[src/rtl/reg_write_arbiter.sv]
// reg_write_arbiter
// Shares the single register-file write port between the pipeline WB stage and a
// multi-cycle execution unit. WB writes always take the port; multi-cycle results
// wait in a small FIFO and drain into cycles where WB does not write. A per-register
// scoreboard holds ID while a source depends on a multi-cycle result that has been
// issued but not yet written back.
module reg_write_arbiter #(
   parameter int DATA_W     = 32,
   parameter int ADDR_W     = 5,
   parameter int FIFO_DEPTH = 2,
   parameter int STARVE_MAX = 8
) (
   input  logic              Clk,
   input  logic              Reset_n,
   // pipeline WB stage
   input  logic              RegWrite_WB_In,
   input  logic [ADDR_W-1:0] Write_Register_WB_In,
   input  logic [DATA_W-1:0] Write_Data_WB_In,
   // multi-cycle unit result handshake
   input  logic              MC_Valid,
   output logic              MC_Ready,
   input  logic [ADDR_W-1:0] MC_Write_Register,
   input  logic [DATA_W-1:0] MC_Write_Data,
   // ID stage issue and source operands
   input  logic              MC_Issue,
   input  logic [ADDR_W-1:0] MC_Issue_Register,
   input  logic [ADDR_W-1:0] Read_Address_1_ID,
   input  logic [ADDR_W-1:0] Read_Address_2_ID,
   output logic              Stall_ID,
   output logic              Pipe_Hold,
   // register-file write port
   output logic              RegWrite_WB,
   output logic [ADDR_W-1:0] Write_Register_WB,
   output logic [DATA_W-1:0] Write_Data_WB
);

   localparam int PTR_W    = (FIFO_DEPTH > 1) ? $clog2(FIFO_DEPTH) : 1;
   localparam int CNT_W    = PTR_W + 1;
   localparam int NUM_REGS = 1 << ADDR_W;
   localparam int STARVE_W = $clog2(STARVE_MAX + 1);

   // ------------------------------------------------------------------
   // Request qualification
   // ------------------------------------------------------------------
   logic wb_valid;
   logic fifo_empty;
   logic push_accept;
   logic push_store;
   logic pop;
   logic issue_accept;

   // Result queue state
   logic [ADDR_W-1:0] fifo_addr_mem [FIFO_DEPTH];
   logic [DATA_W-1:0] fifo_data_mem [FIFO_DEPTH];
   logic [PTR_W-1:0]  wr_ptr_reg, wr_ptr_next;
   logic [PTR_W-1:0]  rd_ptr_reg, rd_ptr_next;
   logic [CNT_W-1:0]  count_reg,  count_next;
   logic [ADDR_W-1:0] head_addr;
   logic [DATA_W-1:0] head_data;

   // Scoreboard and starvation tracking
   logic [NUM_REGS-1:0] busy_reg, busy_next;
   logic [STARVE_W-1:0] starve_reg, starve_next;
   logic                pipe_hold_reg;

   // Registered write port
   logic              regwrite_reg;
   logic [ADDR_W-1:0] write_register_reg;
   logic [DATA_W-1:0] write_data_reg;

   // A WB write to r0 has no architectural effect, so it does not claim the port.
   assign wb_valid   = RegWrite_WB_In && (Write_Register_WB_In != '0);
   assign fifo_empty = (count_reg == '0);

   // Ready looks only at the current occupancy; a pop in the same cycle does not
   // open a slot early, which keeps MC_Ready a clean function of registered state.
   assign MC_Ready    = (count_reg < CNT_W'(FIFO_DEPTH));
   assign push_accept = MC_Valid && MC_Ready;
   // Results aimed at r0 complete the handshake but are never stored.
   assign push_store  = push_accept && (MC_Write_Register != '0);
   // The queue drains only into cycles that WB leaves idle.
   assign pop         = !wb_valid && !fifo_empty;

   assign head_addr = fifo_addr_mem[rd_ptr_reg];
   assign head_data = fifo_data_mem[rd_ptr_reg];

   // ------------------------------------------------------------------
   // Result FIFO
   // ------------------------------------------------------------------
   // Pointer and occupancy next-state; depth is a power of two so pointers wrap.
   always_comb begin
      wr_ptr_next = wr_ptr_reg;
      rd_ptr_next = rd_ptr_reg;
      count_next  = count_reg;
      if (push_store) begin
         wr_ptr_next = wr_ptr_reg + PTR_W'(1);
      end
      if (pop) begin
         rd_ptr_next = rd_ptr_reg + PTR_W'(1);
      end
      case ({push_store, pop})
         2'b10:   count_next = count_reg + CNT_W'(1);
         2'b01:   count_next = count_reg - CNT_W'(1);
         default: count_next = count_reg;
      endcase
   end

   // Queue storage: written on an accepted, non-r0 push; contents need no reset.
   always_ff @(posedge Clk) begin
      if (push_store) begin
         fifo_addr_mem[wr_ptr_reg] <= MC_Write_Register;
         fifo_data_mem[wr_ptr_reg] <= MC_Write_Data;
      end
   end

   // Queue pointers and occupancy; reset discards everything queued.
   always_ff @(posedge Clk) begin
      if (!Reset_n) begin
         wr_ptr_reg <= '0;
         rd_ptr_reg <= '0;
         count_reg  <= '0;
      end else begin
         wr_ptr_reg <= wr_ptr_next;
         rd_ptr_reg <= rd_ptr_next;
         count_reg  <= count_next;
      end
   end

   // ------------------------------------------------------------------
   // Destination scoreboard
   // ------------------------------------------------------------------
   // r0 is never busy, so an r0 operand or issue can never raise a stall.
   assign Stall_ID = busy_reg[Read_Address_1_ID]
                   | busy_reg[Read_Address_2_ID]
                   | (MC_Issue && busy_reg[MC_Issue_Register]);

   // An issue that arrives while ID is stalled is dropped, which also rules out
   // a second outstanding writer to the same register.
   assign issue_accept = MC_Issue && !Stall_ID && (MC_Issue_Register != '0);

   // Each busy bit sets on an accepted issue and clears when its result is
   // popped onto the port; a same-cycle set keeps the bit high.
   genvar gi;
   generate
      for (gi = 0; gi < NUM_REGS; gi++) begin : g_busy
         if (gi == 0) begin : g_r0
            assign busy_next[gi] = 1'b0;
         end else begin : g_rn
            assign busy_next[gi] =
                 (issue_accept && (MC_Issue_Register == ADDR_W'(gi)))
               | (busy_reg[gi] && !(pop && (head_addr == ADDR_W'(gi))));
         end
      end
   endgenerate

   // Scoreboard register.
   always_ff @(posedge Clk) begin
      if (!Reset_n) begin
         busy_reg <= '0;
      end else begin
         busy_reg <= busy_next;
      end
   end

   // ------------------------------------------------------------------
   // Starvation detection
   // ------------------------------------------------------------------
   // Counts consecutive cycles where WB owns the port while results are waiting;
   // any cycle without that condition (including a pop) restarts the count.
   always_comb begin
      starve_next = '0;
      if (wb_valid && !fifo_empty) begin
         if (starve_reg == STARVE_W'(STARVE_MAX)) begin
            starve_next = starve_reg;
         end else begin
            starve_next = starve_reg + STARVE_W'(1);
         end
      end
   end

   // Counter plus registered hold request derived from the saturated count.
   always_ff @(posedge Clk) begin
      if (!Reset_n) begin
         starve_reg    <= '0;
         pipe_hold_reg <= 1'b0;
      end else begin
         starve_reg    <= starve_next;
         pipe_hold_reg <= (starve_reg == STARVE_W'(STARVE_MAX));
      end
   end

   assign Pipe_Hold = pipe_hold_reg;

   // ------------------------------------------------------------------
   // Write port
   // ------------------------------------------------------------------
   // WB has priority, otherwise the FIFO head; address/data hold when idle.
   always_ff @(posedge Clk) begin
      if (!Reset_n) begin
         regwrite_reg       <= 1'b0;
         write_register_reg <= '0;
         write_data_reg     <= '0;
      end else if (wb_valid) begin
         regwrite_reg       <= 1'b1;
         write_register_reg <= Write_Register_WB_In;
         write_data_reg     <= Write_Data_WB_In;
      end else if (pop) begin
         regwrite_reg       <= 1'b1;
         write_register_reg <= head_addr;
         write_data_reg     <= head_data;
      end else begin
         regwrite_reg       <= 1'b0;
      end
   end

   assign RegWrite_WB       = regwrite_reg;
   assign Write_Register_WB = write_register_reg;
   assign Write_Data_WB     = write_data_reg;

endmodule

[config.mk]
export PLATFORM = sky130hd
export DESIGN_NAME = reg_write_arbiter
export DESIGN_NICKNAME = d
export VERILOG_FILES = /design/src/rtl/reg_write_arbiter.sv
export SDC_FILE = /design/constraint.sdc
export NUM_CORES = 1
export LEC_CHECK = 0
export CAP_MARGIN = 5
export CORE_MARGIN = 2
export CORE_UTILIZATION = 42
export CTS_CLUSTER_DIAMETER = 30
export DETAILED_ROUTE_END_ITERATION = 16
export PLACE_DENSITY = 0.65
export SYNTH_ARGS = -nofsm -noshare
export SYNTH_HDL_FRONTEND = slang
export SYNTH_SLANG_ARGS = --single-unit
[constraint.sdc]
create_clock -name Clk -period 3.8 [get_ports Clk]
set_input_delay 0.95 -clock Clk [delete_from_list [all_inputs] [get_ports Clk]]
set_output_delay 0.95 -clock Clk [all_outputs]
set_load 0.005 [all_outputs]
# After elaboration in Yosys (flattened, before gate mapping)
# Memories as Yosys holds them, arrays and structs flattened. A register that Yosys moved wholly into a read port is not among the register bits.
# Index checks and enable logic that the tools add are counted.
# W data, S select, Z words.
# totals
register_bits	79
mem_bits_rw	74
in_bits	94
output_inout_bits	41
word_cells	280
mem_count	2
# op_classes
n_addsub	5
order_cmp	4
n_eq_ne	65
muxes	19
bitwise_logic	33
n_reduce_logical	142
# mem_list
name	depth	word_bits	read_ports	rd_ports_with_merged_regs	write_ports	line_no	text
fifo_data_mem	2	32	1	1	1	54	logic [DATA_W-1:0] fifo_data_mem [FIFO_DEPTH];
fifo_addr_mem	2	5	1	1	1	53	logic [ADDR_W-1:0] fifo_addr_mem [FIFO_DEPTH];
# op_table
op	count
$eq A5 B5 Y1 const B	32
$logic_and A1 B1 Y1	101
$eq A5 B4 Y1 const B	16
$mux W32	2
$eq A5 B3 Y1 const B	8
$logic_not A1 Y1	34
$or A1 B1 Y1	33
$eq A5 B2 Y1 const B	4
$lt A5 B6 Y1 const B	3
$bmux W1 S5	3
$reduce_bool A5 Y1	3
$mux W1	11
$eq A5 B1 Y1 const B	2
$mux W5	2
$add A4 B1 Y4 const B	1
$eq A4 B4 Y1 const B	1
$pmux W2 S2	1
$reduce_bool A2 Y1	2
$add A1 B1 Y1 const B	2
$add A2 B1 Y2 const B	1
$eq A2 B1 Y1 const B	1
$eq A2 B2 Y1 const B	1
$logic_not A2 Y1	1
$lt A2 B2 Y1 const B	1
other kinds (2)	2

# Depth between registers and ports, before layout
# Gate-level depths: netlist of the first run.
# depth
word_depth	9
mapped_depth	10
depth_no_buf	7

# Worst setup path before layout of the first run
# No wires, ideal clock.
# synth_path
kind	input-to-output
from	in Read_Address_1_ID[2]
to	out Stall_ID
t_arrival_ns	2.362
t_required_ns	2.850
setup_slack_ns	0.488
stages	7
path_buffers	1
cell_sequence	buf_2 mux4_2 a2bb2oi_1 nand4_1 and3_1 nand3_1 a21o_1
# synth_between
elab_chain_len	4
# synth_rtl
item	line_no	text
from (decl)	27	input logic [ADDR_W-1:0] Read_Address_1_ID,
$bmux W1 S5	133	assign Stall_ID = busy_reg[Read_Address_1_ID]
$mux W1 (not written as such)	133	
$or A1 B1 Y1	134	| busy_reg[Read_Address_2_ID]
$or A1 B1 Y1	135	| (MC_Issue && busy_reg[MC_Issue_Register]);
to (decl)	29	output logic Stall_ID,
# Every way passes these cells. The select of a mux whose other input is x is not followed.

# Worst setup path in the final report of the first run
# layout_path
from	in Read_Address_1_ID[3]
to	out Stall_ID
# Same word-level chain as after synthesis.

==> metrics.cfg, run 1 <==
[yosys]
yosys.area_share.xor_xnor_pct=0.609
synth-edff-count=74
synth_adder_area_share_pct=0.522
synth-main-ff-cell=dfxtp_1
postSynth.asyncResetShare_pct=0
synthMuxAreaShare_pct=11.3
syn-cell-area_sq_um=7190
synth_top_family_by_area=compound AO/OA/AOI/OAI gates
synth_nets=743
synth_compound_area_share_pct=17.2
synth_warnings=0
synthCells=646
yosysSeqAreaShare_pct=52.9
postSynthAreaPerCell_sq_um=11.1
synth_cell_types=63
ys_ff_latch=153
synthSimpleGateAreaFrac_pct=13.7

[clocking]
numCtsBuffers=17
clk_latency_ps=420
clk_pin_slew_worst_paths_ps=60
cts.sinks=153
cts_buffer_depth=2
htreeDepth=4
cts_tree=yes
cts_root_buf=clkbuf_16

[global_routing]
grt_pass1_vias=5834
antenna_found_initial=0
grt_max_degree=85
gr-usage-all-layers_pct=22.8
grt_overflow_total=0
grt_pass1_wl_microns=31700

[worst_setup_path]
cp.arrival_ps=2740
crit_fanout=2
startpoint_type=input port
crit_chain=clkdlybuf4s50_1 > mux4_2 > a2bb2oi_1 > nand4_1 > and3_4 > nand3_1 > a21o_1 > dlygate4sd2_1
criticalPathCategory=in2out
max_stage_delay_ps=490
cp_slowest_cell=clkdlybuf4s50_1
crit_required_ps=2850
endpoint_kind=primary output

[floorplan]
start_util_pct=43.2
io_pins=135
die_width_microns=135
rows=47
die_h_microns=135
core_sq_um=16600
die_area_sq_um=18200

[sta]
setup_viol=0
finalMaxSlewViolations=0
timing.final.crit_period_ps=3690
finalHoldViolations=0
skew_ps=12.8
hold_ws_ps=516
slew_headroom_pct=29.4
fmax_ghz=0.271
worstMarginPinSlew_ps=1030
min_period_over_period_pct=97.1

[placed_design]
hpwl_microns=14100
portBuffers=134
routabilityCongestion=0.929

[pwr]
p_sw_mw=1.56
switching_share_pct=29.7
irDropWorstVdd_mv=0.369
power_density_nw_per_um2=544
combPwrFrac_pct=28.2
pwr-share-clk_pct=32.3
p_seq_share_pct=39.5
p_int_mw=3.69
p_leak_nw=3.40

[cells_and_area]
layout-drive-gt1-share_pct=13.8
largest_reg_flops=64
areaGrowthSynthToFinish_pct=34.1
final_cell_mix=clkdlybuf4s50_1 (124), dfxtp_1 (78), edfxtp_1 (74)
final_util_pct=57.9
antenna_cells=0
fill_cells=1391
final_common_cell=clkdlybuf4s50_1
final_nets=897

[routing]
first_pass_iters=5
post_drt_wl_per_cell_microns=19.8
drc=0
antenna_left=0
drt_iter0_markers=464
vias=5793
wl_microns=20400
via_per_inst=5.61

[hold_path]
min_path_type=reg2reg

[job]
cap_violations=0

[run_status]
run_status=complete, no violations

-- Yosys cell counts, drive strengths merged, types with 9 or more instances --
| master | n | area (sq um) |
|---|---|---|
| nor2 | 51 | 191 |
| nand3 | 9 | 45.0 |
| nand2 | 29 | 109 |
| inv | 9 | 33.8 |
| a32o | 13 | 130 |
| a21boi | 10 | 75.1 |
| o211ai | 16 | 120 |
| a211oi | 39 | 303 |
| a21oi | 42 | 214 |
| edfxtp | 74 | 2220 |
| clkbuf | 29 | 109 |
| and2 | 14 | 87.6 |
| o21ai | 14 | 70.1 |
| nor2b | 53 | 334 |
| mux4 | 10 | 229 |
| dfxtp | 79 | 1580 |
| buf | 19 | 130 |
| mux2i | 56 | 561 |
-- worst max-delay path, delay by kind of cell --
family                 cells  cell delay, ps
buffers and inverters      2             750
and+or+nand+nor            3             420
AOI/OAI and AO/OA          2             310
muxes                      1             310
-- layer usage --
| metal | wire (microns) | GRT usage [%] | vias to the layer above |
|---|---|---|---|
| met4 | 445 | 8.54 | 0 |
| met2 | 9760 | 36.3 | 230 |
| li1 | - | - | 2735 |
| met5 | 0 | 0 | - |
| met1 | 8760 | 29.9 | 2791 |
| met3 | 1470 | 6.27 | 37 |
-- power by group through the flow --
stage | Combinational (mW) | Sequential [mW] | Clock (mW)
CTS | 1.49 | 2.07 | 1.71
detailed placement | 1.46 | 2.10 | 0
global placement | 1.43 | 2.10 | 0
global route | 1.64 | 2.10 | 1.79
floorplan | 0.916 | 2.09 | 0
finish | 1.48 | 2.07 | 1.69
-- repair_timing --
| action | in CTS | in global routing |
|---|---|---|
| pin swaps | 6 | 4 |
| endpoints found under the hold margin | 0 | 0 |
| hold buffers | 0 | 0 |
| setup endpoints to repair | 1 | 1 |
| setup buffers | 10 | 0 |
| resized for setup | 22 | 15 |
-- cell families (layout without fill, tap and decap cells) --
| group | after synthesis | count (layout) |
|---|---|---|
| and+or+nand+nor | 187 | 187 |
| muxes | 68 | 68 |
| buffers and inverters | 57 | 224 |
| AOI/OAI and AO/OA | 173 | 173 |
| DFF | 153 | 153 |
| xor gates and xnor gates | 5 | 5 |
| adders and majority gates | 3 | 3 |
-- metrics by stage --
stage               area, sq um  std cells  setup TNS, ps  power, mW  setup slack (ps)
floorplan                  7190        646              0       3.01               488
global placement           8890        991           -353       3.53              -353
detailed placement         8890        991           -490       3.56              -490
CTS                        9600       1033              0       5.27              52.9
global route               9640       1033          -1.40       5.53             -1.40
finish                     9640       1033              0       5.25               110
-- cell type report --
class	count	area (sq um)	area share, %
clock inverters	12	149	1.54
flip-flops and latches	153	3800	39.5
multi-input cells	436	3210	33.3
clock buffers	20	447	4.63
well taps	220	275	2.85
inverters	9	33.8	0.350
repair buffers	183	1720	17.8
-- final timing paths --
| check | from | end | slack, ps | depth (start not counted) |
|---|---|---|---|---|
| hold reg to reg | starve_reg[1]$_SDFFE_PN0N_ | starve_reg[1]$_SDFFE_PN0N_ | 520 | 2 |
| setup / recovery | Read_Address_1_ID[3] | Stall_ID | 110 | 8 |
| hold / removal | starve_reg[1]$_SDFFE_PN0N_ | starve_reg[1]$_SDFFE_PN0N_ | 520 | 2 |
| setup reg to reg | busy_reg[8]$_SDFF_PN0_ | busy_reg[20]$_SDFF_PN0_ | 730 | 14 |
(Power assumes the default switching activity.)
==> run 2: changes to the inputs <==
Settings changed: CORE_ASPECT_RATIO set to 0.9, CORE_UTILIZATION 42 to 52, CTS_CLUSTER_DIAMETER 30 to 150, PLACE_DENSITY 0.65 to 0.78.
==> metrics.cfg, run 2 (synthesis results as in run 1) <==
[floorplan]
core_sq_um=13400  ; was 16600 sq um
start_util_pct=53.6  ; was 43.2%
die_area_sq_um=14800  ; was 18200 sq um
rows=40  ; was 47
die_h_microns=116  ; was 135 microns
io_pins=135  ; unchanged
die_width_microns=128  ; was 135 microns

[routing]
first_pass_iters=5  ; unchanged
post_drt_wl_per_cell_microns=20.9  ; was 19.8 microns
wl_met1_microns=8300  ; was 8760 microns
met3_length_microns=1660  ; was 1470 microns
antenna_left=0  ; unchanged
vias=5942  ; was 5793
via_per_inst=6.04  ; was 5.61
wl_microns=20600  ; was 20400 microns
drc=0  ; unchanged
highest_layer=met4  ; unchanged
route.met2.wl_microns=9950  ; was 9760 microns
drt_iter0_markers=531  ; was 464

[worst_setup_path]
cp.arrival_ps=4060  ; was 2740 ps
crit_chain=clkdlybuf4s15_1 > buf_6 > mux2i_1 > a22oi_1 > nand3_1 > and3_4 > nand3_1 > buf_4 > buf_4 > buf_4 > buf_4 > buf_4 > buf_4 > buf_4 > buf_4 > buf_4 > buf_4 > buf_4 > buf_4 > o31ai_1  ; was clkdlybuf4s50_1 > mux4_2 > a2bb2oi_1 > nand4_1 > and3_4 > nand3_1 > a21o_1 > dlygate4sd2_1
endpoint_kind=register  ; was primary output
criticalPathCategory=in2reg  ; was in2out
cp_num_buf_inv=14  ; was 2
crit_required_ps=4130  ; was 2850 ps
crit_top_cell=buf_4
crit_fanout=9  ; was 2
cp_slowest_cell=clkdlybuf4s15_1  ; was clkdlybuf4s50_1
startpoint_type=input port  ; unchanged
crit_family=buffers and inverters  ; unchanged
max_stage_delay_ps=360  ; was 490 ps
r2r_setup_slack_ps=460  ; was 730 ps

[clocking]
clk_latency_ps=420  ; about the same
numCtsBuffers=17  ; unchanged
cts_root_buf=clkbuf_16  ; unchanged
clk_pin_slew_worst_paths_ps=60  ; about the same
cts_tree=yes  ; unchanged
cts.sinks=153  ; unchanged
cts_buffer_depth=2  ; unchanged
htreeDepth=4  ; unchanged

[hold_path]
min_path_type=reg2reg  ; unchanged

[cells_and_area]
largest_reg_flops=64  ; unchanged
antenna_cells=0  ; unchanged
final_cell_mix=clkdlybuf4s50_1 (123), dfxtp_1 (78), edfxtp_1 (74)  ; was clkdlybuf4s50_1 (124), dfxtp_1 (78), edfxtp_1 (74)
final_common_cell=clkdlybuf4s50_1  ; unchanged
areaGrowthSynthToFinish_pct=33.7  ; was 34.1%
final_nets=901  ; was 897
layout-drive-gt1-share_pct=14.0  ; was 13.8%
final_util_pct=71.7  ; was 57.9%

[pwr]
p_seq_share_pct=39.5  ; about the same
combPwrFrac_pct=28.7  ; was 28.2%
power_mw=5.25  ; about the same
p_leak_nw=3.46  ; was 3.40 nW
pwr-share-clk_pct=31.7  ; was 32.3%
switching_share_pct=30.0  ; was 29.7%
p_sw_mw=1.58  ; was 1.56 mW
power_density_nw_per_um2=546  ; was 544 nW/um^2
p_int_mw=3.68  ; was 3.69 mW
irDropWorstVdd_mv=0.448  ; was 0.369 mV

[global_routing]
grt_pass1_wl_microns=31800  ; was 31700 microns
antenna_found_initial=0  ; unchanged
grt_max_degree=85  ; unchanged
gr-usage-all-layers_pct=28.4  ; was 22.8%
grt_pass1_vias=6046  ; was 5834
grt_overflow_total=0  ; unchanged

[sta]
timing.final.crit_period_ps=3730  ; was 3690 ps
finalMaxSlewViolations=0  ; unchanged
setup_viol=0  ; unchanged
slew_headroom_pct=24.3  ; was 29.4%
skew_ps=7.60  ; was 12.8 ps
worstMarginPinSlew_ps=1100  ; was 1030 ps
finalHoldViolations=0  ; unchanged
min_period_over_period_pct=98.2  ; was 97.1%
fmax_ghz=0.268  ; was 0.271 GHz
hold_ws_ps=495  ; was 516 ps

[run_status]
run_status=complete, no violations  ; unchanged

[placed_design]
routabilityCongestion=0.959  ; was 0.929
hpwl_microns=13800  ; was 14100 microns
portBuffers=134  ; unchanged

[job]
cap_violations=0  ; unchanged

[run 2: cell count changes in the layout (fill, tap and decap cells not counted), sizes merged, moves of 2 or more]
| cell | change |
|---|---|
| buf | +4 |
| bufinv | -2 |
| clkbuf | +5 |
| clkdlybuf4s15 | -2 |
| clkinv | -2 |
| dlymetal6s2s | +3 |
| inv | -2 |
[run 2: final timing paths]
path / startpoint / cells past startpoint / endpoint
worst min-delay path: starve_reg[1]$_SDFFE_PN0N_ / 2 / starve_reg[1]$_SDFFE_PN0N_
worst min register to register: starve_reg[1]$_SDFFE_PN0N_ / 2 / starve_reg[1]$_SDFFE_PN0N_
worst max register to register: busy_reg[7]$_SDFF_PN0_ / 18 / busy_reg[3]$_SDFF_PN0_
worst max-delay path: Read_Address_2_ID[2] / 20 / busy_reg[3]$_SDFF_PN0_
[run 2: timing repair]
action	in CTS	in global routing
resized for setup	20	13
pin swaps	5	7
hold buffers	0	0
setup endpoints to repair	1	5
buffers inserted	13	1
gates cloned	1	0
[run 2: area by class of cell]
| type | count | area, sq um |
|---|---|---|
| Sequential cell | 153 | 3800 |
| Fill cell | 941 | 3800 |
| Multi-Input combinational cell | 436 | 3220 |
| Timing Repair Buffer | 187 | 1750 |
| Clock buffer | 26 | 532 |
| Tap cell | 168 | 210 |
| Clock inverter | 5 | 60.1 |
| Inverter | 9 | 33.8 |
[run 2: worst register-to-register path: stages (launching register included)]
cell and delay, ps:
dfxtp_1 390, mux2_2 310, a311oi_2 320, a21oi_2 120, a211oi_2 250, nand3_1 140
buf_4 160, buf_4 120, buf_4 120, buf_4 120, buf_4 120, buf_4 120
buf_4 120, buf_4 120, buf_4 120, buf_4 120, buf_4 120, buf_4 150
o31ai_1 220
[run 2: metal layers]
layer / vias to the layer above / GRT usage, %
met2: 292 / 47.0
met1: 2865 / 35.6
met3: 50 / 8.17
met4: 0 / 10.9
met5: - / 0
li1: 2735 / -
[run 2: stage by stage]
stage	cells	setup slack, ps	cell area [sq um]	setup TNS (ps)
global placement	938	-334	8810	-334
floorplan	646	488	7190	0
global route	984	-9.48	9610	-18.4
finish	984	67.7	9610	0
CTS	983	-78.8	9570	-215
detailed placement	938	-358	8810	-358
[run 2: power by group through the flow]
stage          clock (mW)  combinational [mW]  sequential (mW)
2_1_floorplan           0               0.916             2.09
3_3_place_gp            0                1.42             2.09
3_5_place_dp            0                1.45             2.11
4_1_cts              1.68                1.51             2.08
5_1_grt              1.75                1.66             2.10
6_report             1.67                1.51             2.08
